<file path="src/rtl/ddr3_phy_pkg.sv">
// ddr3_phy_pkg
// Shared definitions for the DDR3 lane delay-line sequencer: FSM state
// encoding, line-select / direction encodings, tap width and the range
// check used before every delay-line move.
package ddr3_phy_pkg;

   localparam int TAP_W = 8;

   localparam logic SEL_RX  = 1'b0;
   localparam logic SEL_TX  = 1'b1;
   localparam logic DIR_INC = 1'b1;

   typedef enum logic [2:0] {
      ST_IDLE,
      ST_SETUP,
      ST_PULSE,
      ST_GAP,
      ST_DONE
   } seq_state_e;

   // True when one more step in direction dir would leave [0, tap_max].
   function automatic logic tap_blocked(input logic [TAP_W-1:0] tap,
                                        input logic             dir,
                                        input logic [TAP_W-1:0] tap_max);
      return (dir == DIR_INC) ? (tap == tap_max) : (tap == '0);
   endfunction

endpackage

</file>
<file path="src/rtl/ddr3_lane_dly_sequencer_if.sv">
// ddr3_lane_dly_sequencer_if
// Request/completion channel between the training logic and the sequencer.
//   REQ_VALID/REQ_READY : request handshake
//   REQ_SEL/LOAD/DIR/STEPS : request payload
//   DONE/ERR            : one-cycle completion pulse and abort flag
// master = training side, slave = sequencer.
interface ddr3_lane_dly_sequencer_if;
   import ddr3_phy_pkg::*;

   logic             REQ_VALID;
   logic             REQ_READY;
   logic             REQ_SEL;
   logic             REQ_LOAD;
   logic             REQ_DIR;
   logic [TAP_W-1:0] REQ_STEPS;
   logic             DONE;
   logic             ERR;

   modport master (
      output REQ_VALID, REQ_SEL, REQ_LOAD, REQ_DIR, REQ_STEPS,
      input  REQ_READY, DONE, ERR
   );

   modport slave (
      input  REQ_VALID, REQ_SEL, REQ_LOAD, REQ_DIR, REQ_STEPS,
      output REQ_READY, DONE, ERR
   );

endinterface

</file>
<file path="src/rtl/ddr3_lane_dly_sequencer.sv">
// ddr3_lane_dly_sequencer
// Turns "move N taps" / "reload" requests into single-cycle MOVE/LOAD
// pulses on one lane's DQS delay-line control port, spaced MOVE_GAP cycles
// apart, while tracking the RX and TX tap positions.
// Ports:
//   FAB_CLK, RESET        : fabric clock, async active-high reset
//   req (slave)           : request handshake, DONE/ERR completion
//   RX_TAP, TX_TAP        : tracked tap positions
//   DELAY_LINE_*          : control to the lane controller
//   *_OUT_OF_RANGE        : lane-reported range flags, sampled at the end
//                           of each post-pulse gap
module ddr3_lane_dly_sequencer
   import ddr3_phy_pkg::*;
#(
   parameter int               MOVE_GAP = 4,
   parameter logic [TAP_W-1:0] INIT_TAP = 8'd1,
   parameter logic [TAP_W-1:0] TAP_MAX  = 8'd255
) (
   input  logic                  FAB_CLK,
   input  logic                  RESET,
   ddr3_lane_dly_sequencer_if.slave req,
   output logic [TAP_W-1:0]      RX_TAP,
   output logic [TAP_W-1:0]      TX_TAP,
   output logic                  DELAY_LINE_SEL,
   output logic                  DELAY_LINE_LOAD,
   output logic                  DELAY_LINE_DIRECTION,
   output logic                  DELAY_LINE_MOVE,
   input  logic                  RX_DELAY_LINE_OUT_OF_RANGE,
   input  logic                  TX_DELAY_LINE_OUT_OF_RANGE
);

   localparam int GAP_W = (MOVE_GAP > 2) ? $clog2(MOVE_GAP) : 1;
   // Gap counter reloads so that GAP lasts MOVE_GAP-1 cycles, ending at 0.
   localparam logic [GAP_W-1:0] GAP_LOAD = GAP_W'(MOVE_GAP - 2);

   seq_state_e       state_q, state_d;
   logic             sel_q, sel_d;
   logic             load_q, load_d;
   logic             dir_q, dir_d;
   logic             err_q, err_d;
   logic [TAP_W-1:0] rem_q, rem_d;
   logic [GAP_W-1:0] gap_q, gap_d;
   logic [TAP_W-1:0] rx_tap_q, rx_tap_d;
   logic [TAP_W-1:0] tx_tap_q, tx_tap_d;

   logic [TAP_W-1:0] cur_tap;
   logic             cur_oor;

   assign cur_tap = (sel_q == SEL_TX) ? tx_tap_q : rx_tap_q;
   assign cur_oor = (sel_q == SEL_TX) ? TX_DELAY_LINE_OUT_OF_RANGE
                                      : RX_DELAY_LINE_OUT_OF_RANGE;

   always_ff @(posedge FAB_CLK or posedge RESET) begin
      if (RESET) begin
         state_q  <= ST_IDLE;
         sel_q    <= 1'b0;
         load_q   <= 1'b0;
         dir_q    <= 1'b0;
         err_q    <= 1'b0;
         rem_q    <= '0;
         gap_q    <= '0;
         rx_tap_q <= INIT_TAP;
         tx_tap_q <= INIT_TAP;
      end else begin
         state_q  <= state_d;
         sel_q    <= sel_d;
         load_q   <= load_d;
         dir_q    <= dir_d;
         err_q    <= err_d;
         rem_q    <= rem_d;
         gap_q    <= gap_d;
         rx_tap_q <= rx_tap_d;
         tx_tap_q <= tx_tap_d;
      end
   end

   always_comb begin
      state_d  = state_q;
      sel_d    = sel_q;
      load_d   = load_q;
      dir_d    = dir_q;
      err_d    = err_q;
      rem_d    = rem_q;
      gap_d    = gap_q;
      rx_tap_d = rx_tap_q;
      tx_tap_d = tx_tap_q;

      case (state_q)
         ST_IDLE: begin
            if (req.REQ_VALID) begin
               sel_d   = req.REQ_SEL;
               load_d  = req.REQ_LOAD;
               // Direction is meaningless for a reload; keep the pin quiet.
               dir_d   = req.REQ_DIR & ~req.REQ_LOAD;
               rem_d   = req.REQ_STEPS;
               err_d   = 1'b0;
               state_d = ST_SETUP;
            end
         end

         ST_SETUP: begin
            if (!load_q && rem_q == '0) begin
               err_d   = 1'b0;
               state_d = ST_DONE;
            end else if (!load_q && tap_blocked(cur_tap, dir_q, TAP_MAX)) begin
               err_d   = 1'b1;
               state_d = ST_DONE;
            end else begin
               state_d = ST_PULSE;
            end
         end

         ST_PULSE: begin
            gap_d   = GAP_LOAD;
            state_d = ST_GAP;
            if (load_q) begin
               if (sel_q == SEL_TX) tx_tap_d = INIT_TAP;
               else                 rx_tap_d = INIT_TAP;
            end else begin
               // Range checks before every pulse keep this from wrapping.
               if (sel_q == SEL_TX)
                  tx_tap_d = (dir_q == DIR_INC) ? tx_tap_q + 8'd1 : tx_tap_q - 8'd1;
               else
                  rx_tap_d = (dir_q == DIR_INC) ? rx_tap_q + 8'd1 : rx_tap_q - 8'd1;
               rem_d = rem_q - 8'd1;
            end
         end

         ST_GAP: begin
            if (gap_q != '0) begin
               gap_d = gap_q - 1'b1;
            end else if (cur_oor) begin
               err_d   = 1'b1;
               state_d = ST_DONE;
            end else if (load_q || rem_q == '0) begin
               err_d   = 1'b0;
               state_d = ST_DONE;
            end else if (tap_blocked(cur_tap, dir_q, TAP_MAX)) begin
               err_d   = 1'b1;
               state_d = ST_DONE;
            end else begin
               state_d = ST_PULSE;
            end
         end

         ST_DONE: begin
            // Release SEL/DIRECTION so the lane sees them low while idle.
            sel_d   = 1'b0;
            dir_d   = 1'b0;
            load_d  = 1'b0;
            state_d = ST_IDLE;
         end

         default: state_d = ST_IDLE;
      endcase
   end

   assign req.REQ_READY        = (state_q == ST_IDLE);
   assign req.DONE             = (state_q == ST_DONE);
   assign req.ERR              = (state_q == ST_DONE) & err_q;
   assign DELAY_LINE_SEL       = (state_q != ST_IDLE) & sel_q;
   assign DELAY_LINE_DIRECTION = (state_q != ST_IDLE) & dir_q;
   assign DELAY_LINE_LOAD      = (state_q == ST_PULSE) &  load_q;
   assign DELAY_LINE_MOVE      = (state_q == ST_PULSE) & ~load_q;
   assign RX_TAP               = rx_tap_q;
   assign TX_TAP               = tx_tap_q;

endmodule

</file>
<file path="src/flat_wrapper.sv">
// flat-port wrapper written by rule: the top's interface ports become plain ports
module ddr3_lane_dly_sequencer_flat import ddr3_phy_pkg::*;
#(
   parameter int               MOVE_GAP = 4,
   parameter logic [TAP_W-1:0] INIT_TAP = 8'd1,
   parameter logic [TAP_W-1:0] TAP_MAX  = 8'd255
)
  (FAB_CLK, RESET, RX_TAP, TX_TAP, DELAY_LINE_SEL, DELAY_LINE_LOAD, DELAY_LINE_DIRECTION, DELAY_LINE_MOVE, RX_DELAY_LINE_OUT_OF_RANGE, TX_DELAY_LINE_OUT_OF_RANGE, req_REQ_VALID, req_REQ_SEL, req_REQ_LOAD, req_REQ_DIR, req_REQ_STEPS, req_REQ_READY, req_DONE, req_ERR);
  ddr3_lane_dly_sequencer_if req_i ();
  input  logic FAB_CLK;
  input  logic RESET;
  output logic [TAP_W-1:0] RX_TAP;
  output logic [TAP_W-1:0] TX_TAP;
  output logic DELAY_LINE_SEL;
  output logic DELAY_LINE_LOAD;
  output logic DELAY_LINE_DIRECTION;
  output logic DELAY_LINE_MOVE;
  input  logic RX_DELAY_LINE_OUT_OF_RANGE;
  input  logic TX_DELAY_LINE_OUT_OF_RANGE;
  input wire logic [$bits(req_i.REQ_VALID)-1:0] req_REQ_VALID;
  input wire logic [$bits(req_i.REQ_SEL)-1:0] req_REQ_SEL;
  input wire logic [$bits(req_i.REQ_LOAD)-1:0] req_REQ_LOAD;
  input wire logic [$bits(req_i.REQ_DIR)-1:0] req_REQ_DIR;
  input wire logic [$bits(req_i.REQ_STEPS)-1:0] req_REQ_STEPS;
  output wire logic [$bits(req_i.REQ_READY)-1:0] req_REQ_READY;
  output wire logic [$bits(req_i.DONE)-1:0] req_DONE;
  output wire logic [$bits(req_i.ERR)-1:0] req_ERR;
  assign req_i.REQ_VALID = req_REQ_VALID;
  assign req_i.REQ_SEL = req_REQ_SEL;
  assign req_i.REQ_LOAD = req_REQ_LOAD;
  assign req_i.REQ_DIR = req_REQ_DIR;
  assign req_i.REQ_STEPS = req_REQ_STEPS;
  assign req_REQ_READY = req_i.REQ_READY;
  assign req_DONE = req_i.DONE;
  assign req_ERR = req_i.ERR;
  ddr3_lane_dly_sequencer #(.MOVE_GAP(MOVE_GAP), .INIT_TAP(INIT_TAP), .TAP_MAX(TAP_MAX)) u_core (.FAB_CLK(FAB_CLK), .RESET(RESET), .req(req_i), .RX_TAP(RX_TAP), .TX_TAP(TX_TAP), .DELAY_LINE_SEL(DELAY_LINE_SEL), .DELAY_LINE_LOAD(DELAY_LINE_LOAD), .DELAY_LINE_DIRECTION(DELAY_LINE_DIRECTION), .DELAY_LINE_MOVE(DELAY_LINE_MOVE), .RX_DELAY_LINE_OUT_OF_RANGE(RX_DELAY_LINE_OUT_OF_RANGE), .TX_DELAY_LINE_OUT_OF_RANGE(TX_DELAY_LINE_OUT_OF_RANGE));
endmodule
</file>
<file path="config.mk">
export PLATFORM = sky130hd
export DESIGN_NAME = ddr3_lane_dly_sequencer_flat
export DESIGN_NICKNAME = d
export VERILOG_FILES = /design/src/rtl/ddr3_phy_pkg.sv /design/src/rtl/ddr3_lane_dly_sequencer_if.sv /design/src/rtl/ddr3_lane_dly_sequencer.sv /design/src/flat_wrapper.sv
export SDC_FILE = /design/constraint.sdc
export NUM_CORES = 1
export LEC_CHECK = 0
export CORE_ASPECT_RATIO = 0.5
export CORE_MARGIN = 2
export CORE_UTILIZATION = 49
export DETAILED_ROUTE_END_ITERATION = 6
export PLACE_DENSITY = 0.87
export SETUP_SLACK_MARGIN = 0.1
export SYNTH_ARGS = -nofsm -noshare
export SYNTH_HDL_FRONTEND = slang
export SYNTH_SLANG_ARGS = --single-unit
</file>
<file path="constraint.sdc">
create_clock -name FAB_CLK -period 2.4 [get_ports FAB_CLK]
set_clock_uncertainty 0.15 [all_clocks]
set_input_delay 0.48 -clock FAB_CLK [delete_from_list [all_inputs] [get_ports FAB_CLK]]
set_output_delay 0.48 -clock FAB_CLK [all_outputs]
set_load 0.01 [all_outputs]
</file>
* Word-level counts from Yosys, hierarchy flattened
Cells that the tools add are included.
** Word-level totals
- Register bits :: 33
- Output and inout bits :: 23
- Word-level logic and storage cells :: 93
** Operators by class
- $add $sub $neg :: 6
- Equality and inequality tests :: 11
- Multiplexer cells :: 38
- Bitwise operators :: 9
- Reduce and logical (&&, ||, !) cells :: 20
** Operators with widths (number)
- $mux W8 :: 11
- $sub A8 B1 Y8 const B :: 3
- $mux W3 :: 7
- $add A8 B1 Y8 const B :: 2
- $logic_not A8 Y1 :: 2
- $pmux W8 S2 :: 1
- $mux W1 :: 12
- $pmux W3 S4 :: 1
- $reduce_and A2 Y1 :: 5
- $eq A8 B8 Y1 const B :: 1
- $reduce_bool A2 Y1 :: 4
- $and A1 B1 Y1 :: 6
- $eq A3 B2 Y1 const B :: 2
- $ne A2 B2 Y1 const B :: 3
- $pmux W1 S2 :: 3
- $reduce_bool A3 Y1 :: 2
- $reduce_and A5 Y1 :: 1
- $ne A4 B1 Y1 const B :: 1
- $pmux W2 S2 :: 1
- $eq A3 B1 Y1 const B :: 1
- $eq A3 B3 Y1 const B :: 1
- $logic_not A3 Y1 :: 1
- $ne A3 B1 Y1 const B :: 1
- $not A1 Y1 :: 3
- 8 further kinds :: 9

* Logic depth before layout (Yosys ltp)
Gate-level depths: netlist (run 1).
- Depth in word-level cells :: 8
- Gate-level depth with buffers :: 8

* Least setup slack after synthesis (run 1)
OpenSTA, ideal clock, no wires.
- Kind :: register to register
- Start :: reg u_core.dir_q
- End :: reg u_core.tx_tap_q[6] (netlist: u_core.TX_TAP[6])
- Setup time :: 122 ps
- Arrival :: 2197 ps
- Required time :: 2128 ps
- Slack :: -69 ps
- Cell stages (with the launch flop) :: 9
- Cell sequence :: dfrtp_1 clkbuf_1 inv_1 ha_1 nor2b_1 o21ai_0 a21oi_1 or3_1 a32o_1
** Between the ends
- Cells in the longest elaborated chain, start to end :: 3
** Ends and longest elaborated chain
- from (decl) :: RTL line ddr3_lane_dly_sequencer.sv:39 : logic dir_q, dir_d;
- from (signal assigned) :: RTL line ddr3_lane_dly_sequencer.sv:68 : dir_q <= dir_d;
- $mux W8 :: RTL line ddr3_lane_dly_sequencer.sv:122 : tx_tap_d = (dir_q == DIR_INC) ? tx_tap_q + 8'd1 : tx_tap_q - 8'd1;
- $mux W8 :: RTL line ddr3_lane_dly_sequencer.sv:121 : if (sel_q == SEL_TX)
- $mux W8 :: RTL line ddr3_lane_dly_sequencer.sv:116 : if (load_q) begin
- to (signal assigned) :: RTL line ddr3_lane_dly_sequencer.sv:73 : tx_tap_q <= tx_tap_d;
- to (decl) :: RTL line ddr3_lane_dly_sequencer.sv:44 : logic [TAP_W-1:0] tx_tap_q, tx_tap_d;
Every way passes these cells. The select of a mux whose other input is x is not followed.
A chain may end at the register's enable or synchronous reset.

* Final worst setup path (run 1)
- Start :: reg u_core.rem_q[0]
- End :: reg u_core.state_q[2]
** Between the ends
- Cells in the longest elaborated chain, start to end :: 6
- Elaborated cells between the ends (all ways) :: 8
** Ends and longest elaborated chain
- from (decl) :: RTL line ddr3_lane_dly_sequencer.sv:41 : logic [TAP_W-1:0] rem_q, rem_d;
- from (signal assigned) :: RTL line ddr3_lane_dly_sequencer.sv:70 : rem_q <= rem_d;
- $logic_not A8 Y1 (*) :: RTL line ddr3_lane_dly_sequencer.sv:102, ddr3_lane_dly_sequencer.sv:135
- $logic_or A1 B1 Y1 :: RTL line ddr3_lane_dly_sequencer.sv:135 : end else if (load_q || rem_q == '0) begin
- $mux W3 :: RTL line ddr3_lane_dly_sequencer.sv:135
- $mux W3 :: RTL line ddr3_lane_dly_sequencer.sv:132 : end else if (cur_oor) begin
- $mux W3 :: RTL line ddr3_lane_dly_sequencer.sv:130 : if (gap_q != '0) begin
- $pmux W3 S4 (*) :: RTL line ddr3_lane_dly_sequencer.sv:88 : case (state_q)
- to (signal assigned) :: RTL line ddr3_lane_dly_sequencer.sv:65 : state_q <= state_d;
- to (decl) :: RTL line ddr3_lane_dly_sequencer.sv:36 : seq_state_e state_q, state_d;
Every way passes the cells marked *; elsewhere a longest branch is shown, timed or not. The select of a mux whose other input is x is not followed.

==> out/qor.txt, run 1 <==
Final setup viols = 0
CTS Buf Count = 5
Row count = 17
Final setup TNS = 0 ps
Initial antenna violation count = 0
Slew Viols, Final = 0
Clock root buffer = clkbuf_8
Core Region = 4530 um^2
Final Cycle Share = 93.6%
Clock transition at path regs = 70 ps
Mapped Nets = 311
Die ar. = 5460 um^2
Total vias in the final route = 2,384
# IOs = 39
Clock Path Buffers = 2
Compound-cell area share of the yosys netlist = 25.2%
Peak supply drop = 0.468 mV
CTS tree = yes
CP required = 2430 ps
# DRC = 0
Syn avg cell area = 8.52 um^2
Max Fclk = 445 MHz
Crit. End Element = register
Number of diodes = 0
Worst-case reg-to-reg path depth = 7
Largest net degree at the start of global routing = 34
Later-pin clock latency in the skew report = 290 ps
Commonest cells after routing, fill and taps aside = clkdlybuf4s50_1 (32), dfrtp_1 (28), o21ai_0 (23), nand2_1 (23), nor2_1 (23)
HP Class = reg2reg
RSZ-0062 raised after global routing = true
Post-Synth XOR/XNOR Area = 1.47%
Post-synth ARST share = 100%
Pwr dens = 1320 nW/um^2
Synthesized cell area = 2380 um^2
Worst path arrival time = 2280 ps
Sequential cell area fraction in the yosys report = 34.9%
Filler cells = 333
Worst rel slew slack = 66.8%
Drt via density = 5.97
P_leak = 1.38 nW
Initial Util = 52.4%
Final hold vios = 0
Post-Synthesis Cells = 279
Die Y = 53.2 um
Placer's final routability congestion estimate = 0.834
Post-synthesis adder-cell area fraction = 9.06%
Drt pass-1 iters = 6
Unique masters post-synth = 53
Post-Synth Simple-Gate Area = 23.1%
Max Cap Viol = 0
Port-buffer cells = 38
Layout cells sized above 1 = 15.9%
Post-route ant nets = 0
CTS Sinks = 33
Hold_buf cts = 0
Crit-path max FO = 4
Outcome = complete, no violations
Yosys warns = 0
Primary FF master, synth = dfrtp_1
Largest family of logic cells by synthesized area = compound AO/OA/AOI/OAI gates
Grt ovf = 0
Area delta synth->final = 29.1%
Detailed Route WL = 6240 um
Multi-input gate area = 1450 um^2
First-pass GRT wire length = 10,200 um
FF+latch area = 832 um^2
Die X = 102 um
Post-DP HPWL = 4290 um
Crit path time final = 2250 ps
Final Util = 67.7%
Mux cell area share after synthesis = 0.474%
Worst Tran Pin Value = 492 ps
Worst setup path class = reg2reg
Number of flops mapped to enable cells by yosys = 0
Number of H-tree levels = 2
Worst hold path stage count = 1
Drt initial violations = 174
Tot GR Track Use = 24.3%
Nets@finish = 364
Synthesized flop and latch total = 33
Commonest non-fill, non-tap cell in the layout = clkdlybuf4s50_1
Drt wl/cell = 15.6 um
Vias in the first global route = 2,252
Crit path launch type = register
[layer usage]
layer  routed length [um]  global-route usage (%)  part of all wire (%)
met1                 2790                    31.4                    45
met2                 3090                    41.7                    49
met3                  316                    5.15                   5.1
met4                   43                    6.44                  0.69
met5                    0                       0                     0
[final timing paths]
path                                 startpoint                end  slack [ps]
worst min-delay path            u_core.gap_q[1]    u_core.gap_q[1]         360
max in group asynchronous                 RESET   u_core.TX_TAP[0]        1320
worst max-delay path            u_core.rem_q[0]  u_core.state_q[2]         150
worst min register to register  u_core.gap_q[1]    u_core.gap_q[1]         360
worst max register to register  u_core.rem_q[0]  u_core.state_q[2]         150
min in group asynchronous                 RESET    u_core.rem_q[3]         430
[kinds of logic (layout without fill, tap and decap cells)]
family | count (synthesis) | after routing
buffers and inverters | 30 | 84
multiplexers | 1 | 1
XOR/XNOR | 4 | 4
AO/OA/AOI/OAI | 88 | 88
adder cells (fa/ha/maj) | 16 | 16
AND/OR/NAND/NOR | 107 | 107
flip-flops | 33 | 33
[repair_timing]
action	4_1_cts	5_1_grt
pin swaps	0	5
setup endpoints to repair	8	8
resized for setup	12	12
setup buffers	2	5
[final cells by class]
cell class,instances,area share (%)
multi-input cells,216,47.2
clock buffers,7,3.14
flip-flops and latches,33,27.1
repair buffers,59,17.5
clock inverters,1,0.163
inverters,17,2.16
well taps,66,2.69
[flip-flops by register name (all words and copies together), names as in the netlist]
register / count
u_core.err_q: 1
u_core.RX_TAP: 8
u_core.load_q: 1
u_core.sel_q: 1
u_core.gap_q: 2
u_core.TX_TAP: 8
u_core.dir_q: 1
u_core.rem_q: 8
u_core.state_q: 3
[synthesized netlist by cell type, types with 3 or more instances]
cell / instances / area share [%]
a21o_1: 3 / 0.95
a21oi_1: 20 / 4.2
a22o_1: 4 / 1.5
a32o_1: 4 / 1.7
and3_1: 3 / 0.79
clkbuf_1: 9 / 1.4
dfrtp_1: 31 / 33
ha_1: 14 / 7.4
inv_1: 17 / 2.7
nand2_1: 23 / 3.6
nand3_1: 7 / 1.5
nand4_1: 5 / 1.3
nor2_1: 25 / 3.9
nor2b_1: 8 / 2.1
nor3_1: 13 / 2.7
nor4_1: 4 / 1.1
o211ai_1: 3 / 0.95
o21ai_0: 25 / 5.3
o22ai_1: 3 / 0.79
o41ai_1: 3 / 1.1
or3_1: 5 / 1.3
[through the flow]
stage          power (mW)  hold WS, ps  area (um^2)  instances  setup slack, ps
3_5_place_dp         3.37          346         2870        384             45.3
3_3_place_gp         3.25          332         2870        384              130
6_report             4.06          359         3070        399              154
2_1_floorplan        2.60          320         2380        279              119
5_1_grt              4.37          374         3070        399             62.3
4_1_cts              3.90          362         3010        394              103
[worst max-delay path, cell delays in order, from the launching register on]
cell and delay, ps:
dfrtp_1 400, inv_2 80, ha_4 150, nand2b_4 60
or4_4 440, o311a_4 390, a21o_1 190, a2111oi_2 280
[where the power goes]
group          switching, mW  total (mW)  internal (mW)  leakage [nW]
clock                  0.218       0.478          0.260        0.0542
combinational           1.27        2.43           1.16         0.921
sequential             0.340        1.15          0.814         0.404
Power figures use the tool's default switching activity.
==> run 2, diff against run 1 <==
- CAP_MARGIN: default -> 5
- CORE_MARGIN: 2 -> 10
- SKIP_CTS_REPAIR_TIMING: default -> 1
==> run 2 against run 1 <==
Compared with the run above:
- utilization is 0.83 points higher
- via count up 3.2%
- final area increased by 1.2%
- die area grew 50%
- first-iteration DRC count grew 48%
- critical path type unchanged
- critical endpoint unchanged
==> out/qor.txt, run 2 (synthesized netlist as in run 1, its figures left out) <==
Outcome = complete, no violations (unchanged)
# IOs = 39 (unchanged)
Initial Util = 52.4% (unchanged)
Filler cells = 323 (was 333)
Detailed Route WL = 6920 um (was 6240 um)
CTS tree = yes (unchanged)
First-pass GRT wire length = 11,000 um (was 10,200 um)
Layout cells sized above 1 = 17.6% (was 15.9%)
Clock Path Buffers = 2 (unchanged)
Vias in the first global route = 2,275 (was 2,252)
CP peak stage delay = 450 ps (was 440 ps)
Port-buffer cells = 38 (unchanged)
Final Util = 68.5% (was 67.7%)
Crit path buffers/inverters = 1 (unchanged)
Die X = 118 um (was 102 um)
Final worst slack = 104 ps (was 154 ps)
Dpl ws = 74.0 ps (was 45.3 ps)
Family with the most delay on the worst path = compound AO/OA/AOI/OAI gates (unchanged)
Total vias in the final route = 2,460 (was 2,384)
Worst Tran Pin Value = 523 ps (was 492 ps)
Post-route ant nets = 0 (unchanged)
Row count = 17 (unchanged)
Cell Chain, Critical Path = inv_2 > ha_4 > nand2b_4 > or4_4 > o311a_4 > a21o_1 > a2111oi_2 (unchanged)
Post-DP HPWL = 4770 um (was 4290 um)
Crit path time final = 2300 ps (was 2250 ps)
Slowest cell on crit path = or4_4 (unchanged)
Final setup viols = 0 (unchanged)
Slew Viols, Final = 0 (unchanged)
Max Cap Viol = 0 (unchanged)
Placer's final routability congestion estimate = 0.879 (was 0.834)
Grt ovf = 0 (unchanged)
Max Fclk = 436 MHz (was 445 MHz)
Number of diodes = 0 (unchanged)
Initial antenna violation count = 0 (unchanged)
Fin area = 3110 um^2 (was 3070 um^2)
Pwr dens = 1330 nW/um^2 (was 1320 nW/um^2)
Commonest cells after routing, fill and taps aside = clkdlybuf4s50_1 (33), dfrtp_1 (28), o21ai_0 (24) (was clkdlybuf4s50_1 (32), dfrtp_1 (28), o21ai_0 (23), nand2_1 (23), nor2_1 (23))
Clock transition at path regs = 70 ps (about the same)
Worst setup path class = reg2reg (unchanged)
# DRC = 0 (unchanged)
Worst path arrival time = 2320 ps (was 2280 ps)
Area after DPL = 2870 um^2 (unchanged)
CP required = 2430 ps (about the same)
RSZ-0062 raised after global routing = true (unchanged)
Die ar. = 8200 um^2 (was 5460 um^2)
Commonest non-fill, non-tap cell in the layout = clkdlybuf4s50_1 (unchanged)
P_leak = 1.39 nW (was 1.38 nW)
Tot GR Track Use = 15.5% (was 24.3%)
Crit. End Element = register (unchanged)
Drt initial violations = 257 (was 174)
FF+latch area = 832 um^2 (unchanged)
Final Cycle Share = 95.7% (was 93.6%)
Largest net degree at the start of global routing = 34 (unchanged)
Number of H-tree levels = 2 (unchanged)
Crit-path max FO = 5 (was 4)
Peak supply drop = 0.447 mV (was 0.468 mV)
Later-pin clock latency in the skew report = 280 ps (was 290 ps)
Die Y = 69.2 um (was 53.2 um)
Drt wl/cell = 17.2 um (was 15.6 um)
CTS Buf Count = 5 (unchanged)
Clock root buffer = clkbuf_8 (unchanged)
CTS Sinks = 33 (unchanged)
Multi-input gate area = 1470 um^2 (was 1450 um^2)
HP Class = reg2reg (unchanged)
Area delta synth->final = 30.7% (was 29.1%)
Crit path launch type = register (unchanged)
Worst rel slew slack = 64.7% (was 66.8%)
Core Region = 4530 um^2 (unchanged)
Nets@finish = 367 (was 364)
Final hold vios = 0 (unchanged)
Drt pass-1 iters = 6 (unchanged)
Drt via density = 6.12 (was 5.97)
[run 2: cell count changes in the layout (fill, tap and decap cells not counted), sizes merged]
cell / delta
clkbuf: +2
dlymetal6s2s: +3
clkinv: -1
buf: +2
clkdlybuf4s50: +1
inv: -1
clkinvlp: +1
dlygate4sd2: -4
[run 2: cell type report]
cell class | instances | area share (%)
inverter | 17 | 2.26
clock buffer | 8 | 2.58
sequential | 33 | 26.8
timing repair buffer | 62 | 18.4
tap | 66 | 2.66
multi-input combinational | 216 | 47.3
[run 2: layer usage]
layer  vias to the layer above  GRT usage [%]  share of wire [%]
met5                         -              0                  0
met2                        99           26.5                 51
met4                         0           3.99                1.7
met3                        15           4.45                5.0
met1                      1202           18.8                 42
li1                       1144              -                  -
[run 2: power by group]
part | internal [mW] | switching, mW | leakage, nW
logic | 1.22 | 1.35 | 0.949
clock network | 0.206 | 0.207 | 0.0395
registers | 0.814 | 0.337 | 0.404
[run 2: through the flow]
stage	instances	hold WS [ps]	power [mW]	TNS (ps)
CTS	392	351	3.82	-332
detailed placement	384	337	3.40	0
global route	402	366	4.45	-1.31
finish	402	350	4.13	0
global placement	384	331	3.27	0
floorplan	279	320	2.60	0
[run 2: final timing paths]
check                                 from                end  slack, ps  cells after the start
max reg2reg                u_core.rem_q[0]  u_core.state_q[2]        100                      7
min reg2reg                u_core.gap_q[1]    u_core.gap_q[1]        350                      1
max                        u_core.rem_q[0]  u_core.state_q[2]        100                      7
max in group asynchronous            RESET   u_core.TX_TAP[0]       1320                      3
min                        u_core.gap_q[1]    u_core.gap_q[1]        350                      1
min in group asynchronous            RESET   u_core.RX_TAP[4]        430                      3
